### src/rtl/wb_sys_regs.sv
// Wishbone system register block: identity constants, free-running uptime, reloading
// countdown timer with sticky expiry and interrupt, and a byte-writable scratchpad.
module wb_sys_regs #(
    parameter int unsigned DEV_BASE_ADDR  = 0,
    parameter int unsigned DEV_HIGH_ADDR  = 'h1F,
    parameter int unsigned BUS_DATA_WIDTH = 32,
    parameter int unsigned BUS_ADDR_WIDTH = 8,
    parameter int unsigned NUM_SCRATCH    = 8,
    parameter logic [31:0] BOARD_ID       = 32'h0,
    parameter logic [31:0] REV_MAJ        = 32'h0,
    parameter logic [31:0] REV_MIN        = 32'h0,
    parameter logic [31:0] REV_RCS        = 32'h0
) (
    input  logic                        wb_clk_i,
    input  logic                        wb_rst_i,
    input  logic                        wbs_cyc_i,
    input  logic                        wbs_stb_i,
    input  logic                        wbs_we_i,
    input  logic [BUS_DATA_WIDTH/8-1:0] wbs_sel_i,
    input  logic [BUS_ADDR_WIDTH-1:0]   wbs_adr_i,
    input  logic [BUS_DATA_WIDTH-1:0]   wbs_dat_i,
    output logic [BUS_DATA_WIDTH-1:0]   wbs_dat_o,
    output logic                        wbs_ack_o,
    output logic                        wbs_err_o,
    output logic                        wbs_int_o
);
    localparam int unsigned NB = BUS_DATA_WIDTH / 8;

    typedef logic [BUS_DATA_WIDTH-1:0] word_t;

    localparam word_t C_BOARD_ID = word_t'(BOARD_ID);
    localparam word_t C_REV_MAJ  = word_t'(REV_MAJ);
    localparam word_t C_REV_MIN  = word_t'(REV_MIN);
    localparam word_t C_REV_RCS  = word_t'(REV_RCS);

    word_t       r_uptime;
    word_t       r_tload;
    word_t       r_tcount;
    word_t       r_dat;
    word_t       r_scratch [NUM_SCRATCH];
    logic [1:0]  r_ctrl;  // {int_en, timer_en}
    logic        r_expired;
    logic        r_ack;
    logic        r_err;
    logic        r_int;

    logic [31:0] w_off;
    logic        w_req;
    logic        w_mapped;
    logic        w_ro;
    logic        w_bad;
    logic        w_wr;
    logic        w_rd;
    logic        w_expire;
    word_t       w_rdata;
    word_t       w_tload_new;

    function automatic word_t f_merge(word_t i_old, word_t i_new, logic [NB-1:0] i_sel);
        word_t v;
        v = i_old;
        for (int b = 0; b < NB; b++) begin
            if (i_sel[b]) v[8*b +: 8] = i_new[8*b +: 8];
        end
        return v;
    endfunction

    // Modular subtraction folds the lower and upper window bounds into a single compare.
    always_comb begin
        w_off       = 32'(wbs_adr_i) - DEV_BASE_ADDR;
        w_req       = wbs_cyc_i & wbs_stb_i & ~r_ack & ~r_err &
                      (w_off <= DEV_HIGH_ADDR - DEV_BASE_ADDR);
        w_mapped    = (w_off <= 32'(8 + NUM_SCRATCH));
        w_ro        = (w_off <= 32'd4) || (w_off == 32'd7);
        w_bad       = ~w_mapped | (wbs_we_i & w_ro);
        w_wr        = w_req & wbs_we_i & ~w_bad;
        w_rd        = w_req & ~wbs_we_i & ~w_bad;
        w_expire    = r_ctrl[0] & (r_tcount == '0);
        w_tload_new = f_merge(r_tload, wbs_dat_i, wbs_sel_i);
    end

    always_comb begin
        w_rdata = '0;
        case (w_off)
            32'd0:   w_rdata = C_BOARD_ID;
            32'd1:   w_rdata = C_REV_MAJ;
            32'd2:   w_rdata = C_REV_MIN;
            32'd3:   w_rdata = C_REV_RCS;
            32'd4:   w_rdata = r_uptime;
            32'd5:   w_rdata = word_t'(r_ctrl);
            32'd6:   w_rdata = r_tload;
            32'd7:   w_rdata = r_tcount;
            32'd8:   w_rdata = word_t'(r_expired);
            default: begin
                for (int i = 0; i < NUM_SCRATCH; i++) begin
                    if (w_off == 32'(9 + i)) w_rdata = r_scratch[i];
                end
            end
        endcase
    end

    always_ff @(posedge wb_clk_i) begin
        if (wb_rst_i) begin
            r_uptime  <= '0;
            r_tload   <= '0;
            r_tcount  <= '0;
            r_dat     <= '0;
            r_ctrl    <= '0;
            r_expired <= 1'b0;
            r_ack     <= 1'b0;
            r_err     <= 1'b0;
            r_int     <= 1'b0;
            for (int i = 0; i < NUM_SCRATCH; i++) r_scratch[i] <= '0;
        end else begin
            r_ack    <= w_req & ~w_bad;
            r_err    <= w_req & w_bad;
            r_dat    <= w_rd ? w_rdata : '0;
            r_int    <= r_expired & r_ctrl[1];
            r_uptime <= r_uptime + word_t'(1);

            if (w_wr && w_off == 32'd5 && wbs_sel_i[0]) begin
                r_ctrl <= wbs_dat_i[1:0];
                if (wbs_dat_i[2]) r_uptime <= '0;
            end

            // A load write overrides the countdown but does not suppress a coincident expiry.
            if (w_wr && w_off == 32'd6) begin
                r_tload  <= w_tload_new;
                r_tcount <= w_tload_new;
            end else if (r_ctrl[0]) begin
                r_tcount <= (r_tcount == '0) ? r_tload : r_tcount - word_t'(1);
            end

            if (w_expire) begin
                r_expired <= 1'b1;
            end else if (w_wr && w_off == 32'd8 && wbs_sel_i[0] && wbs_dat_i[0]) begin
                r_expired <= 1'b0;
            end

            for (int i = 0; i < NUM_SCRATCH; i++) begin
                if (w_wr && w_off == 32'(9 + i)) begin
                    r_scratch[i] <= f_merge(r_scratch[i], wbs_dat_i, wbs_sel_i);
                end
            end
        end
    end

    assign wbs_dat_o = r_dat;
    assign wbs_ack_o = r_ack;
    assign wbs_err_o = r_err;
    assign wbs_int_o = r_int;

endmodule

### config.mk
export PLATFORM = sky130hd
export DESIGN_NAME = wb_sys_regs
export DESIGN_NICKNAME = d
export VERILOG_FILES = /design/src/rtl/wb_sys_regs.sv
export SDC_FILE = /design/constraint.sdc
export NUM_CORES = 1
export LEC_CHECK = 0
export ABC_AREA = 1
export BUFFER_PORTS_ARGS = -buffer_cell sky130_fd_sc_hd__buf_2
export CORE_MARGIN = 4
export CORE_UTILIZATION = 54
export CTS_BUF_LIST = sky130_fd_sc_hd__clkbuf_8
export CTS_CLUSTER_DIAMETER = 40
export DETAILED_ROUTE_END_ITERATION = 8
export PLACE_DENSITY_LB_ADDON = 0.25
export SYNTH_ARGS = -nofsm -noshare
export SYNTH_HDL_FRONTEND = slang
export SYNTH_SLANG_ARGS = --single-unit
### constraint.sdc
create_clock -name wb_clk_i -period 7.75 [get_ports wb_clk_i]
set_clock_uncertainty 0.2 [all_clocks]
set_input_delay 1.55 -clock wb_clk_i [delete_from_list [all_inputs] [get_ports wb_clk_i]]
set_output_delay 1.55 -clock wb_clk_i [all_outputs]
set_load 0.03 [all_outputs]
# Word level (Yosys, flattened, before mapping)

Memory sizes are Yosys's and may differ from the RTL's.
Index checks and enable logic that the tools add are counted.

Bits in registers: 134
Memory bits (read-only): 0
Output and inout port bits: 35
Input port bits: 49
Memory bits (writable): 256
Bits in latches: 0
Memories kept: 1
Word-level logic and storage cells: 230

Memories:

| name      | depth | width | rd ports | clocked after Yosys merged registers in | wr ports | RTL line | text |
|---|---|---|---|---|---|---|---|
| r_scratch | 8     | 32    | 8        | 0                                       | 8        | 40       | `word_t r_scratch [NUM_SCRATCH];` |

Reductions and logical operators: 21
Div/mod/pow operators: 0
Muxes and demuxes: 150
Bitwise operators: 28
Multipliers: 0
Add/subtract/negate cells: 2
Shifts and indexed selects: 0
Equal/unequal tests: 16
Order comparisons: 3

Operators by type and width:

| operator                                             | number |
|---|---|
| two-way mux 8 bit                                    | 100 |
| two-way mux 32 bit                                   | 21 |
| one-hot mux 32 bit (6 select lines)                  | 1 |
| equality test 8 x 4 -> 1 bit (second input constant) | 8 |
| zero test 32 bit                                     | 2 |
| adder 32 x 1 -> 32 bit (second input constant)       | 1 |
| equality test 8 x 3 -> 1 bit (second input constant) | 4 |
| subtractor 32 x 1 -> 32 bit (second input constant)  | 1 |
| two-way mux 1 bit                                    | 28 |
| equality test 8 x 2 -> 1 bit (second input constant) | 2 |
| <= comparator 8 x 5 -> 1 bit (second input constant) | 2 |
| logical AND 1 bit                                    | 14 |
| AND 1 bit                                            | 13 |
| OR 1 bit                                             | 9 |
| equality test 8 x 1 -> 1 bit (second input constant) | 1 |
| equality test 8 x 5 -> 1 bit (second input constant) | 1 |
| <= comparator 8 x 3 -> 1 bit (second input constant) | 1 |
| inverter 1 bit                                       | 6 |
| nonzero test 2 bit                                   | 2 |
| OR reduction 4 bit                                   | 1 |
| OR reduction 2 bit                                   | 1 |
| logical OR 1 bit                                     | 1 |

# Depth between registers and ports, before layout

Word-level depth: 11
Mapped depth: 15
Mapped depth without buffers: 14

# Worst setup path before layout

Ideal clock, no wire load.

Kind: input to register
From: in wbs_adr_i[6]
To: mem r_scratch[0][32] (netlist name), enable pin
Buffers on the path: 1
Data required time: 7166 ps
Setup time: 384 ps
Stages on the path: 8
Setup slack: 3894 ps
Data arrival time: 3272 ps
Path through: nor2_1 nand2_2 inv_4 nand2_2 nor2_1 buf_2 nand2_2 o21ai_0

RTL lines:

| element         | RTL line | text |
|---|---|---|
| start, declared | 20       | `input logic [BUS_ADDR_WIDTH-1:0] wbs_adr_i,` |
| end, declared   | 40       |  |

==> results.py <==
metrics = {
    "outcome": {
        "status": "finished clean",
    },
    "clock_tree": {
        "root_buffer": "clkbuf_8",
        "clock_latency_ns": 0.63,
        "cts_hold_buf": 0,
        "cts_buffers": 70,
        "cts_sinks": 390,
        "tritoncts": "built",
        "htreeDepth": 3,
        "cts_buffer_depth": 3,
        "path_clk_slew_ns": 0.06,
        "cts_setup_buffers": 0,
        "cts_resized": 0,
    },
    "critical_path": {
        "critPathMaxStageDelay_ns": 1.09,
        "critPathCaptureType": "register",
        "worst_ep_arrival_time_ns": 5.28,
        "cp.required_ns": 7.78,
        "cp_cell_sequence": "buf_2, nor2_1, nand2_2, inv_4, nand2_2, nor2_2, nand2_2, o21ai_0",
        "cp_slowest_cell": "o21ai_0",
        "crit_top_cell": "nand2_2",
        "start_kind": "input port",
        "cp_max_fo": 36,
        "critical_path_class": "input port to register",
    },
    "detailed_routing": {
        "post_drt_wl_per_cell_um": 20.4,
        "routed_wl_um": 59600,
        "drtPass1Iterations": 6,
        "vias": 16700,
        "drc": 0,
        "vias_per_cell": 5.74,
        "drtIter0Drc": 1955,
        "ant_nets": 0,
    },
    "run": {
        "drv_cap": 0,
    },
    "timing": {
        "finalSetupTns_ns": 0,
        "slew_violations": 0,
        "period_share": 0.677,
        "timing_hold_violations_final": 0,
        "fmax_mhz": 191,
        "worst_pin_slew_ns": 1.28,
        "setup_viol_count_final": 0,
        "maxSlewHeadroom": 0.141,
        "timing.final.crit_period_ns": 5.25,
        "rsz0062_at_grt": "no",
    },
    "floorplanning": {
        "start_util": 0.548,
        "die_y_um": 196,
        "io_pins": 84,
        "die_w_um": 196,
        "dieArea_mm2": 0.0382,
        "core_area_mm2": 0.0346,
        "rows": 68,
    },
    "yosys": {
        "yosys.area.top_type": "edfxtp_1",
        "synth.avg_cell_area_um2": 8.12,
        "synthesis.nets": 2390,
        "yosys.area_share.simple": 0.291,
        "ys_ff_latch": 390,
        "synth_top_family_by_area": "simple AND/OR/NAND/NOR gates",
        "synth_adder_area_share": 0.00198,
        "synth_compound_area_frac": 0.0728,
        "yosysTopAreaCellShare": 0.405,
        "synth-warning-count": 0,
        "synthMuxAreaShare": 0,
        "synth_area_leaders": "edfxtp_1 40%, dfxtp_1 14%, nand2_1 11%",
        "syn_inst": 2338,
        "netlist_area_mm2": 0.0190,
        "yosysUniqueCellTypes": 42,
        "ys_seq_area_frac": 0.546,
        "yosys.area_share.xor_xnor": 0.0115,
    },
    "power_and_ir_drop": {
        "ir_drop_mv": 0.184,
        "p_per_area_mw_per_mm2": 219,
        "p_leak_nw": 8.77,
    },
    "finish": {
        "multi_input_area_mm2": 0.00719,
        "area_growth_pct": 11.4,
        "fillCellCount": 3091,
        "layout-drive-gt1-share": 0.104,
        "seq_area_mm2": 0.0104,
        "fin_util": 0.611,
        "insertedDiodeCount": 0,
        "final_net_count": 2460,
    },
    "global_route": {
        "overflow": 0,
        "grt_pass1_vias": 15900,
        "track_usage": 0.308,
        "antenna_found_initial": 0,
        "grt_pass1_wl_um": 92000,
        "grt_max_degree": 62,
    },
    "place": {
        "place_congestion": 0.996,
        "port_buffers": 83,
        "place_hpwl_um": 42100,
    },
    "min_path": {
        "hp-class": "register to register",
    },
}
==> logic make-up after synthesis <==
logic type	after synthesis
adder cells (fa/ha/maj)	3
flip-flops	390
XOR/XNOR	25
AND/OR/NAND/NOR	1321
AO/OA/AOI/OAI	245
buffers and inverters	354
==> state kept, by name, indices dropped and copies added (netlist names) <==
signal / count
r_scratch: 256
r_tcount: 32
r_tload: 32
r_uptime: 32
wbs_dat_o: 32
r_ctrl: 2
r_expired: 1
wbs_ack_o: 1
wbs_err_o: 1
wbs_int_o: 1
==> power by group <==
group | switching, mW | internal, mW | total, mW
clock network | 0.906 | 1.23 | 2.14
logic | 0.140 | 0.0318 | 0.171
registers | 0.0245 | 2.30 | 2.32
total | 1.07 | 3.56 | 4.63
==> layer usage <==
metal / global-route usage / part of all wire / vias to the layer above / routed length [um]
met2: 0.475 / 0.45 / 869 / 26900
met1: 0.424 / 0.41 / 7924 / 24400
met5: 0 / 0 / - / 0
met3: 0.0521 / 0.085 / 176 / 5090
li1: - / - / 7771 / -
met4: 0.153 / 0.053 / 0 / 3150
==> layout by cell type (no fill, tap or decap), types with 3 or more instances in the layout <==
master / netlist / layout
nand3_1: 164 / 164
a21oi_1: 84 / 84
clkinv_1: 3 / 7
nor2_2: 13 / 14
clkbuf_8: 0 / 81
buf_2: 24 / 83
or2_2: 6 / 6
dfxtp_1: 134 / 134
nand2_2: 11 / 11
o2111ai_1: 6 / 6
nor2_1: 474 / 472
o21bai_1: 28 / 28
nor3_1: 35 / 33
edfxtp_1: 256 / 256
inv_1: 243 / 255
o22ai_1: 21 / 21
clkinv_2: 0 / 10
xor2_1: 23 / 23
o21ai_0: 90 / 90
nand4_1: 59 / 59
a22oi_1: 6 / 6
ha_1: 3 / 3
clkinvlp_4: 0 / 4
inv_2: 5 / 5
bufinv_16: 0 / 8
nand2_1: 548 / 548
o211ai_1: 6 / 6
buf_4: 6 / 16
==> layout make-up <==
type | instances | area share
clock inverters | 42 | 0.0201
inverters | 253 | 0.0451
well taps | 455 | 0.0269
flip-flops and latches | 390 | 0.490
clock buffers | 81 | 0.0527
repair buffers | 99 | 0.0253
multi-input cells | 1594 | 0.340
==> critical path: cells and delay by family <==
kind                   cells  cell delay [ns]
AO/OA/AOI/OAI              1             1.09
AND/OR/NAND/NOR            5             2.16
buffers and inverters      2             0.46
==> Yosys cell counts (all sizes together) <==
cell type	n
nand4	60
o21bai	28
edfxtp	256
buf	40
or2	6
dfxtp	134
a221oi	1
a22oi	6
a21oi	84
a31oi	1
clkbuf	61
nor2	489
a211oi	1
nand3	167
o21ai	91
o2111ai	6
xnor2	2
xor2	23
inv	250
ha	3
nand3b	1
clkinv	3
o211ai	6
nand2	560
o22ai	21
nor3	36
nor4	2
==> final timing paths <==
| path | startpoint | to | slack (ns) | depth (start not counted) |
|---|---|---|---|---|
| min reg2reg | r_tload[31] | r_tload[31] | 0.27 | 2 |
| max | wbs_adr_i[6] | r_scratch[1][41] | 2.50 | 8 |
| min | r_tload[31] | r_tload[31] | 0.27 | 2 |
| max reg2reg | wbs_ack_o | r_scratch[0][38] | 4.33 | 9 |
==> per-stage QoR <==
stage / cells / cell area, um^2 / setup slack [ns] / power (mW) / hold slack (ns)
finish: 2914 / 21200 / 2.50 / 4.63 / 0.266
floorplan: 2338 / 19000 / 3.89 / 2.45 / 0.235
detailed placement: 2791 / 19600 / 1.91 / 2.53 / 0.255
global placement: 2791 / 19600 / 2.20 / 2.52 / 0.251
CTS: 2914 / 21200 / 2.56 / 4.64 / 0.264
global route: 2914 / 21200 / 2.18 / 4.77 / 0.281
No activity file was read; power rests on OpenSTA's default activity.
